--- config.mk ---
export PLATFORM = sky130hd
export DESIGN_NAME = dmem_arbiter_flat
export DESIGN_NICKNAME = d
export VERILOG_FILES = /design/src/rtl/dmem_arbiter_if.sv /design/src/rtl/dmem_arbiter.sv /design/src/flat_wrapper.sv
export SDC_FILE = /design/constraint.sdc
export NUM_CORES = 1
export LEC_CHECK = 0
export CORE_ASPECT_RATIO = 0.6
export CORE_UTILIZATION = 35
export CTS_CLUSTER_DIAMETER = 150
export DETAILED_ROUTE_END_ITERATION = 16
export MAX_ROUTING_LAYER = met4
export PLACE_DENSITY = 0.69
export SLEW_MARGIN = 30
export SYNTH_ARGS = -nofsm -noshare
export SYNTH_HDL_FRONTEND = slang
export SYNTH_SLANG_ARGS = --single-unit
--- constraint.sdc ---
create_clock -name clk -period 12.7 [get_ports clk]
set_input_delay 3.175 -clock clk [delete_from_list [all_inputs] [get_ports clk]]
set_output_delay 3.175 -clock clk [all_outputs]
set_load 0.03 [all_outputs]
--- src/rtl/dmem_arbiter_if.sv ---
// Requester-side port bundle for dmem_arbiter: one instance per requester.
// The master side issues a single transaction; the slave side (the arbiter)
// grants it and returns a one-cycle completion pulse with data and error.
interface dmem_arbiter_if;
  logic        req;
  logic [1:0]  write_mem;
  logic [2:0]  read_mem;
  logic [31:0] address;
  logic [31:0] write_data;
  logic        gnt;
  logic        rvalid;
  logic [31:0] rdata;
  logic        err;

  modport master (
    output req, write_mem, read_mem, address, write_data,
    input  gnt, rvalid, rdata, err
  );

  modport slave (
    input  req, write_mem, read_mem, address, write_data,
    output gnt, rvalid, rdata, err
  );
endinterface

--- src/rtl/dmem_arbiter.sv ---
// Two-requester arbiter in front of a single data memory.
// Each transaction runs IDLE (grant) -> ACCESS (memory driven) -> RESP
// (rvalid pulse). Ties are broken round-robin; accesses that would run past
// MEM_BYTES never reach the memory and complete with err=1.
module dmem_arbiter #(
  parameter int unsigned MEM_BYTES = 128
) (
  input  logic                clk,
  input  logic                rst,
  dmem_arbiter_if.slave       m0,
  dmem_arbiter_if.slave       m1,
  output logic [1:0]          mem_write_mem,
  output logic [2:0]          mem_read_mem,
  output logic [31:0]         mem_address,
  output logic [31:0]         mem_write_data,
  input  logic [31:0]         mem_out_mem
);

  typedef enum logic [1:0] {
    IDLE   = 2'd0,
    ACCESS = 2'd1,
    RESP   = 2'd2
  } state_t;

  state_t      state_q, state_d;
  logic        last_q, last_d;
  logic        id_q, id_d;
  logic [1:0]  wmem_q, wmem_d;
  logic [2:0]  rmem_q, rmem_d;
  logic [31:0] addr_q, addr_d;
  logic [31:0] wdata_q, wdata_d;
  logic [31:0] rdata_q, rdata_d;
  logic        err_q, err_d;

  logic        gnt0, gnt1;
  logic [2:0]  size;
  logic [32:0] end_addr;
  logic        oor, do_write, do_read;

  function automatic logic [2:0] size_of(input logic [1:0] enc);
    case (enc)
      2'b01:   return 3'd4;
      2'b10:   return 3'd2;
      2'b11:   return 3'd1;
      default: return 3'd0;
    endcase
  endfunction

  // Classify the latched transaction: size, bounds check (33-bit, no wrap), store vs load.
  always_comb begin
    size     = (wmem_q != 2'b00) ? size_of(wmem_q) : size_of(rmem_q[1:0]);
    end_addr = {1'b0, addr_q} + {30'd0, size};
    oor      = (size != 3'd0) && (end_addr > 33'(MEM_BYTES));
    do_write = !oor && (wmem_q != 2'b00);
    do_read  = !oor && (wmem_q == 2'b00) && (rmem_q[1:0] != 2'b00);
  end

  // Round-robin grant, only while idle and out of reset.
  always_comb begin
    gnt0 = 1'b0;
    gnt1 = 1'b0;
    if (rst && state_q == IDLE) begin
      if (m0.req && m1.req) begin
        gnt0 = last_q;
        gnt1 = !last_q;
      end else begin
        gnt0 = m0.req;
        gnt1 = m1.req;
      end
    end
  end

  // Next state, field latching and memory drive.
  always_comb begin
    state_d        = state_q;
    last_d         = last_q;
    id_d           = id_q;
    wmem_d         = wmem_q;
    rmem_d         = rmem_q;
    addr_d         = addr_q;
    wdata_d        = wdata_q;
    rdata_d        = rdata_q;
    err_d          = err_q;
    mem_write_mem  = '0;
    mem_read_mem   = '0;
    mem_address    = '0;
    mem_write_data = '0;
    case (state_q)
      IDLE: begin
        if (gnt0 || gnt1) begin
          id_d    = gnt1;
          last_d  = gnt1;
          wmem_d  = gnt1 ? m1.write_mem  : m0.write_mem;
          rmem_d  = gnt1 ? m1.read_mem   : m0.read_mem;
          addr_d  = gnt1 ? m1.address    : m0.address;
          wdata_d = gnt1 ? m1.write_data : m0.write_data;
          state_d = ACCESS;
        end
      end
      ACCESS: begin
        mem_write_mem  = do_write ? wmem_q : 2'b00;
        mem_read_mem   = do_read ? rmem_q : 3'b000;
        mem_address    = (do_write || do_read) ? addr_q : '0;
        mem_write_data = do_write ? wdata_q : '0;
        rdata_d        = do_read ? mem_out_mem : '0;
        err_d          = oor;
        state_d        = RESP;
      end
      RESP:    state_d = IDLE;
      default: state_d = IDLE;
    endcase
  end

  // State and latched-transaction registers.
  always_ff @(posedge clk or negedge rst) begin
    if (!rst) begin
      state_q <= IDLE;
      last_q  <= 1'b1;
      id_q    <= 1'b0;
      wmem_q  <= '0;
      rmem_q  <= '0;
      addr_q  <= '0;
      wdata_q <= '0;
      rdata_q <= '0;
      err_q   <= 1'b0;
    end else begin
      state_q <= state_d;
      last_q  <= last_d;
      id_q    <= id_d;
      wmem_q  <= wmem_d;
      rmem_q  <= rmem_d;
      addr_q  <= addr_d;
      wdata_q <= wdata_d;
      rdata_q <= rdata_d;
      err_q   <= err_d;
    end
  end

  assign m0.gnt    = gnt0;
  assign m1.gnt    = gnt1;
  assign m0.rvalid = (state_q == RESP) && !id_q;
  assign m1.rvalid = (state_q == RESP) && id_q;
  assign m0.rdata  = m0.rvalid ? rdata_q : '0;
  assign m1.rdata  = m1.rvalid ? rdata_q : '0;
  assign m0.err    = m0.rvalid && err_q;
  assign m1.err    = m1.rvalid && err_q;

endmodule

--- src/flat_wrapper.sv ---
// flat-port wrapper written by rule: the top's interface ports become plain ports
module dmem_arbiter_flat 
#(
  parameter int unsigned MEM_BYTES = 128
)
  (clk, rst, mem_write_mem, mem_read_mem, mem_address, mem_write_data, mem_out_mem, m0_req, m0_write_mem, m0_read_mem, m0_address, m0_write_data, m0_gnt, m0_rvalid, m0_rdata, m0_err, m1_req, m1_write_mem, m1_read_mem, m1_address, m1_write_data, m1_gnt, m1_rvalid, m1_rdata, m1_err);
  dmem_arbiter_if m0_i ();
  dmem_arbiter_if m1_i ();
  input  logic clk;
  input  logic rst;
  output logic [1:0] mem_write_mem;
  output logic [2:0] mem_read_mem;
  output logic [31:0] mem_address;
  output logic [31:0] mem_write_data;
  input  logic [31:0] mem_out_mem;
  input wire logic [$bits(m0_i.req)-1:0] m0_req;
  input wire logic [$bits(m0_i.write_mem)-1:0] m0_write_mem;
  input wire logic [$bits(m0_i.read_mem)-1:0] m0_read_mem;
  input wire logic [$bits(m0_i.address)-1:0] m0_address;
  input wire logic [$bits(m0_i.write_data)-1:0] m0_write_data;
  output wire logic [$bits(m0_i.gnt)-1:0] m0_gnt;
  output wire logic [$bits(m0_i.rvalid)-1:0] m0_rvalid;
  output wire logic [$bits(m0_i.rdata)-1:0] m0_rdata;
  output wire logic [$bits(m0_i.err)-1:0] m0_err;
  input wire logic [$bits(m1_i.req)-1:0] m1_req;
  input wire logic [$bits(m1_i.write_mem)-1:0] m1_write_mem;
  input wire logic [$bits(m1_i.read_mem)-1:0] m1_read_mem;
  input wire logic [$bits(m1_i.address)-1:0] m1_address;
  input wire logic [$bits(m1_i.write_data)-1:0] m1_write_data;
  output wire logic [$bits(m1_i.gnt)-1:0] m1_gnt;
  output wire logic [$bits(m1_i.rvalid)-1:0] m1_rvalid;
  output wire logic [$bits(m1_i.rdata)-1:0] m1_rdata;
  output wire logic [$bits(m1_i.err)-1:0] m1_err;
  assign m0_i.req = m0_req;
  assign m0_i.write_mem = m0_write_mem;
  assign m0_i.read_mem = m0_read_mem;
  assign m0_i.address = m0_address;
  assign m0_i.write_data = m0_write_data;
  assign m0_gnt = m0_i.gnt;
  assign m0_rvalid = m0_i.rvalid;
  assign m0_rdata = m0_i.rdata;
  assign m0_err = m0_i.err;
  assign m1_i.req = m1_req;
  assign m1_i.write_mem = m1_write_mem;
  assign m1_i.read_mem = m1_read_mem;
  assign m1_i.address = m1_address;
  assign m1_i.write_data = m1_write_data;
  assign m1_gnt = m1_i.gnt;
  assign m1_rvalid = m1_i.rvalid;
  assign m1_rdata = m1_i.rdata;
  assign m1_err = m1_i.err;
  dmem_arbiter #(.MEM_BYTES(MEM_BYTES)) u_core (.clk(clk), .rst(rst), .m0(m0_i), .m1(m1_i), .mem_write_mem(mem_write_mem), .mem_read_mem(mem_read_mem), .mem_address(mem_address), .mem_write_data(mem_write_data), .mem_out_mem(mem_out_mem));
endmodule
; ---- Word-level counts from Yosys, hierarchy flattened
; Cells that the tools add are included.
[totals]
reg_bits = 106
word_cells = 65
in_bits = 174
[op_classes]
n_reduce_logical = 21
magnitude_cmp = 1
n_eq_ne = 9
addsub = 1
n_mux = 24
[op_table]
columns = operator, n
row1 = 32-bit 2-to-1 mux, 9
row2 = 32-bit by 3-bit adder with 33-bit output, 1
row3 = 33-bit by 8-bit > comparator with 1-bit output (second input constant), 1
row4 = 3-bit one-hot mux with 3 select lines, 2
row5 = 3-bit 2-to-1 mux, 4
row6 = 2-bit equality test (second input constant), 5
row7 = 1-bit logical AND, 10
row8 = 2-bit 2-to-1 mux, 4
row9 = 2-bit by 1-bit equality test with 1-bit output (second input constant), 3
row10 = 2-bit zero test, 2
row11 = 1-bit 2-to-1 mux, 4
row12 = 2-bit one-hot mux with 2 select lines, 1
row13 = 2-bit nonzero test, 2
row14 = 1-bit zero test, 3
row15 = 3-bit nonzero test, 1
row16 = 1-bit logical OR, 2
row17 = 2-bit != test (second input constant), 1
row18 = 2-bit AND reduction, 1

; ---- Depth between registers and ports, before layout
[depth]
depth_word = 12
ltp_mapped = 16
depth_no_buf = 13

; ---- Worst setup path after synthesis
; Ideal clock, no wire load.
[synth_path]
path_kind = register to output
start = reg u_core.wmem_q[0]
end = out mem_read_mem[0]
arrival_ns = 4.534
t_required_ns = 9.525
n_path_buf = 2
path_slack_ns = 4.991
path_stages_with_launch = 16
cell_sequence = dfrtp_1 > inv_1 > nand2_1 > clkbuf_1 > o31ai_1 > ha_1 > inv_1 > fa_1 > nand2b_1 > a2111oi_0 > nor2_1 > nand2b_1 > a2111o_1 > or4_1 > buf_4 > nor4_1
[synth_between]
elab_chain_len = 11
[synth_rtl]
columns = item, line_no
row1 = start: declaration, dmem_arbiter.sv:28  ; logic [1:0] wmem_q, wmem_d;
row2 = start signal: assignment, dmem_arbiter.sv:130  ; wmem_q <= wmem_d;
row3 = 2-bit equality test or 2-bit by 1-bit equality test with 1-bit output (tied branches), dmem_arbiter.sv:41  ; case (enc)
row4 = 3-bit one-hot mux with 3 select lines, dmem_arbiter.sv:41
row5 = 3-bit 2-to-1 mux, dmem_arbiter.sv:51  ; size = (wmem_q != 2'b00) ? size_of(wmem_q) : size_of(rmem_q[1:0]);
row6 = 32-bit by 3-bit adder with 33-bit output, dmem_arbiter.sv:52  ; end_addr = {1'b0, addr_q} + {30'd0, size};
row7 = 33-bit by 8-bit > comparator with 1-bit output, dmem_arbiter.sv:53  ; oor = (size != 3'd0) && (end_addr > 33'(MEM_BYTES));
row8 = 1-bit logical AND, dmem_arbiter.sv:53
row9 = 1-bit zero test, dmem_arbiter.sv:55  ; do_read = !oor && (wmem_q == 2'b00) && (rmem_q[1:0] != 2'b00);
row10 = 1-bit logical AND (*) (2 in series), dmem_arbiter.sv:55
row11 = 3-bit 2-to-1 mux (*), dmem_arbiter.sv:102  ; mem_read_mem = do_read ? rmem_q : 3'b000;
row12 = 3-bit 2-to-1 mux (*), dmem_arbiter.sv:88  ; case (state_q)
row13 = end: declaration, flat_wrapper.sv:12  ; output logic [2:0] mem_read_mem;
; Mark *: on every way between the ends. The rest lies on a longest branch, timed or not.

; ---- Final worst setup path
[layout_path]
start = in rst
end = out m0_gnt
[layout_between]
elab_chain_len = 2
[layout_rtl]
columns = item, line_no
row1 = start: declaration, flat_wrapper.sv:10  ; input logic rst;
row2 = 1-bit logical AND, dmem_arbiter.sv:62  ; if (rst && state_q == IDLE) begin
row3 = 1-bit 2-to-1 mux, dmem_arbiter.sv:62
row4 = end: declaration, flat_wrapper.sv:21  ; output wire logic [$bits(m0_i.gnt)-1:0] m0_gnt;
; No other way between the ends.

==> reports/metrics.sh <==
WORST_REG_TO_REG_CELLS=15
HALF_PERIMETER_WIRE_LENGTH_OF_THE_DETAILED_PLACEMENT_RESULT_MM=17.1
FINALWORSTPATHREQUIREDPERIOD_NS=9.28
REPORT.FINAL.HOLD_VIOL_COUNT=0
PORT_BUFFERS=288
CELL_COUNT_AFTER_SYNTHESIS=904
VERTICAL_DIE_DIMENSION_UM=111
YS_TYPES=61
DRIVE_GT1_SHARE_PCT=7.57
P_PER_AREA_nW_PER_UM2=148
REPORT.FINAL.SLEW_VIOL_COUNT=0
CORE_REGION_AREA_SQ_UM=19300
WORSTMARGINPINSLEW_NS=0.898
TNS_NS=0
HOLDPATHEND='u_core.last_q'
ANTENNA_LEFT=0
CTS_REPAIR_RESIZE_COUNT=0
WIRELENGTH_MM=23.6
GRT_USE_TOTAL_PCT=23.8
MAX_CAP_VIOLATIONS=0
HTREE_LEVELS=3
WL_MET2_MM=10.1
YS_WARN_COUNT=0
POST-SYNTH-TOP-AREA-FRACTION_PCT=37.6
ANTENNADIODECOUNT=0
DRC=0
MAXSLEWHEADROOM_PCT=40.1
DETAILEDROUTE.FIRSTPASSITERATIONCOUNT=5
INITIAL_CORE_UTIL_PCT=36.3
CTS_MADE_BUFFERS=9
CTS.CLK_SLEW.WORST_PATHS_NS=0.07
REGISTER_AREA_SHARE_AFTER_SYNTHESIS_PCT=38.0
CLOCK-SINKS=106
INSERTION_DELAY_NS=0.34
POST_PLACEMENT_SETUP_SLACK_NS=3.35
INITIAL_ANTENNA_VIOLATION_COUNT=0
OVERALL_OVERFLOW_REMAINING_AFTER_GLOBAL_ROUTE=0
HOLD_PATH.STARTPOINT='u_core.last_q'
WORST_FLOP_TO_FLOP_PATH_ENDPOINT='u_core.err_q'
ROUTED-WL-MET3_MM=1.97
SYNTHTOPCELLSBYAREA='sky130_fd_sc_hd__dfrtp_1, sky130_fd_sc_hd__nand2_1, sky130_fd_sc_hd__a31oi_1'
CTS_HOLD_BUF=0
CP_DATA_REQUIRED_TIME_NS=9.52
IO-PIN-COUNT=313
AVGSYNTHCELLAREA_SQ_UM=7.73
LEAKAGE_nW=4.04
NETLIST_AREA_SQ_UM=6990
ROWS=39
FLOW.AREA_GROWTH_FROM_SYNTHESIS_PCT=47.0
SETUP_SLACK_NS=3.42
WORSTREG2REGSTART='u_core.wmem_q[1]'
FIN_WORST_HOLD_SLACK_NS=0.471
STATUS='complete, no violations'
TRITONCTS='done'
FIN_WORST_SKEW_NS=0.00750
VIAS=7200
DR.MAX_LAYER_USED='met4'
COUNT_OF_FLIP_FLOPS_WITH_A_BUILT_IN_ENABLE_AFTER_SYNTHESIS=0
CP-END-KIND='output port'
FMAXACHIEVABLE_MHz=108
YOSYS_MOST_USED_DFF='sky130_fd_sc_hd__dfrtp_1'
GRT_MAX_DEGREE=125
FP.DIEAREA_SQ_UM=20600
FINAL_MIN_PERIOD_OVER_CLOCK_PERIOD_PCT=73.1
DRT_FIRST_ITER_VIOLATIONS=510
SETUP.WORST_PATH.CLASS='in2out'
SETUP_VIOL_COUNT_FINAL=0
WORST_HOLD_PATH.NUM_CELLS=2
POST_SYNTH_MOST_FREQUENT_CELLS='sky130_fd_sc_hd__nand2_1, sky130_fd_sc_hd__dfrtp_1, sky130_fd_sc_hd__nor2_1'
PLACE.GP.CONGESTION=0.964
CTS.PATH.MAX_BUFFERS=2
CRITPATHMAXFANOUT=73
YS_FF_LATCH=106
ARRIVAL_TIME_OF_THE_WORST_SETUP_PATH_NS=6.11
HOLD_PATH.CLASS='reg2reg'
NUMBER_OF_FILL_CELLS_IN_THE_LAYOUT=1829
FINISH.NET_COUNT=1322
WIRELENGTH_MET1_MM=11.3
RSZ0062_AT_GRT='no'
WORST_IR_DROP_VDD_V=0.0000750
SYNTH-ASYNC-RESET-RATIO_PCT=100
ROUTED_WIRE_LENGTH_PER_INSTANCE_UM=16.7
DIE_WIDTH_UM=184
REG2REG_SLACK_NS=8.13
GRT_PASS1_VIAS=6854
CRITICAL_PATH.STARTPOINT_TYPE='input port'
FIRST_PASS_GRT_WIRE_LENGTH_MM=37.7
POST_CTS.REPAIR.SETUP_BUFFERS=0
CTS.ROOT.BUFFER_CELL='sky130_fd_sc_hd__clkbuf_16'
POST-SYNTH-TOP-AREA-CELL='sky130_fd_sc_hd__dfrtp_1'
YOSYSMOSTFREQUENTCELL='sky130_fd_sc_hd__nand2_1'
DETAIL_ROUTE.VIAS_PER_CELL=5.09
placed cells by master, fill, tap and decap left out, types with 3 or more instances in the layout:
master	Yosys	routed
sky130_fd_sc_hd__nand2_1	234	233
sky130_fd_sc_hd__or3_1	4	4
sky130_fd_sc_hd__nor3_1	7	7
sky130_fd_sc_hd__xnor2_1	3	3
sky130_fd_sc_hd__o21ai_0	12	12
sky130_fd_sc_hd__and4_1	3	3
sky130_fd_sc_hd__ha_1	3	3
sky130_fd_sc_hd__and2_1	67	67
sky130_fd_sc_hd__nor2_1	81	81
sky130_fd_sc_hd__dfrtp_1	105	105
sky130_fd_sc_hd__inv_1	13	13
sky130_fd_sc_hd__nand4_1	42	42
sky130_fd_sc_hd__a2111oi_0	4	4
sky130_fd_sc_hd__nor4_1	4	4
sky130_fd_sc_hd__a21oi_1	8	7
sky130_fd_sc_hd__nand3_1	10	8
sky130_fd_sc_hd__o21ai_1	26	26
sky130_fd_sc_hd__nor3b_1	6	5
sky130_fd_sc_hd__nand2b_1	7	7
sky130_fd_sc_hd__nor3_2	43	43
sky130_fd_sc_hd__a31oi_1	73	73
sky130_fd_sc_hd__conb_1	1	24
sky130_fd_sc_hd__buf_4	26	10
sky130_fd_sc_hd__clkdlybuf4s50_1	0	287
sky130_fd_sc_hd__clkbuf_16	0	9
sky130_fd_sc_hd__and3_1	4	4
worst max-delay path by stage:
stage                           startpoint         endpoint  slack [ns]  depth (start not counted)
after floorplan           u_core.wmem_q[0]  mem_read_mem[0]        4.99                         15
after global placement                 rst           m0_gnt        3.45                          5
after detailed placement               rst           m0_gnt        3.35                          5
after CTS                              rst           m0_gnt        3.35                          5
after global routing                   rst           m0_gnt        3.12                          5
final                                  rst           m0_gnt        3.42                          5
power by group:
part	switching, mW	total, mW	internal [mW]
Sequential	0.135	0.592	0.458
Combinational	0.384	0.634	0.250
Clock	0.135	0.296	0.160
Total	0.654	1.52	0.868
cell families after synthesis:
kind of cell | count (synthesis) | share of synthesized area [%]
AOI/OAI and AO/OA | 146 | 13.1
xor gates and xnor gates | 5 | 0.627
adders and majority gates | 4 | 0.824
buffers and inverters | 108 | 7.90
DFF | 106 | 38.0
muxes | 4 | 0.609
other | 1 | 0.0537
and+or+nand+nor | 530 | 38.9
registers in the layout (all words and copies together), names as in the netlist:
register,flops
u_core.state_q,2
u_core.rmem_q,3
u_core.wdata_q,32
u_core.last_q,1
u_core.rdata_q,32
u_core.addr_q,32
u_core.err_q,1
u_core.id_q,1
u_core.wmem_q,2
critical path, cell delays in order:
cell                              delay (ns)
sky130_fd_sc_hd__buf_4                  0.52
sky130_fd_sc_hd__nor3b_1                0.64
sky130_fd_sc_hd__nand3_4                0.80
sky130_fd_sc_hd__inv_2                  0.22
sky130_fd_sc_hd__clkdlybuf4s50_1        0.69
area by class of cell:
| cell class | instances | area (sq um) | area share (%) |
|---|---|---|---|
| clock buffers | 10 | 239 | 2.33 |
| clock inverters | 6 | 71.3 | 0.694 |
| inverters | 14 | 52.6 | 0.512 |
| multi-input cells | 713 | 3930 | 38.2 |
| flip-flops and latches | 106 | 2650 | 25.8 |
| well taps | 266 | 333 | 3.24 |
| repair buffers | 300 | 3000 | 29.2 |
layer usage:
layer  track usage [%]  vias up
met3              6.02       19
met1              33.3     3353
met2              34.8      290
met5                 -        -
li1                  -     3538
met4              4.00        0
through the flow:
stage	instances	cell area (sq um)	total power, mW	util [%]
global route	1415	10300	1.64	53.3
CTS	1414	10300	1.53	53.2
finish	1415	10300	1.52	53.3
detailed placement	1398	9950	1.23	51.6
global placement	1397	9920	1.22	51.5
floorplan	927	7070	0.999	-
Note: power is estimated with default switching activity, not from simulation.
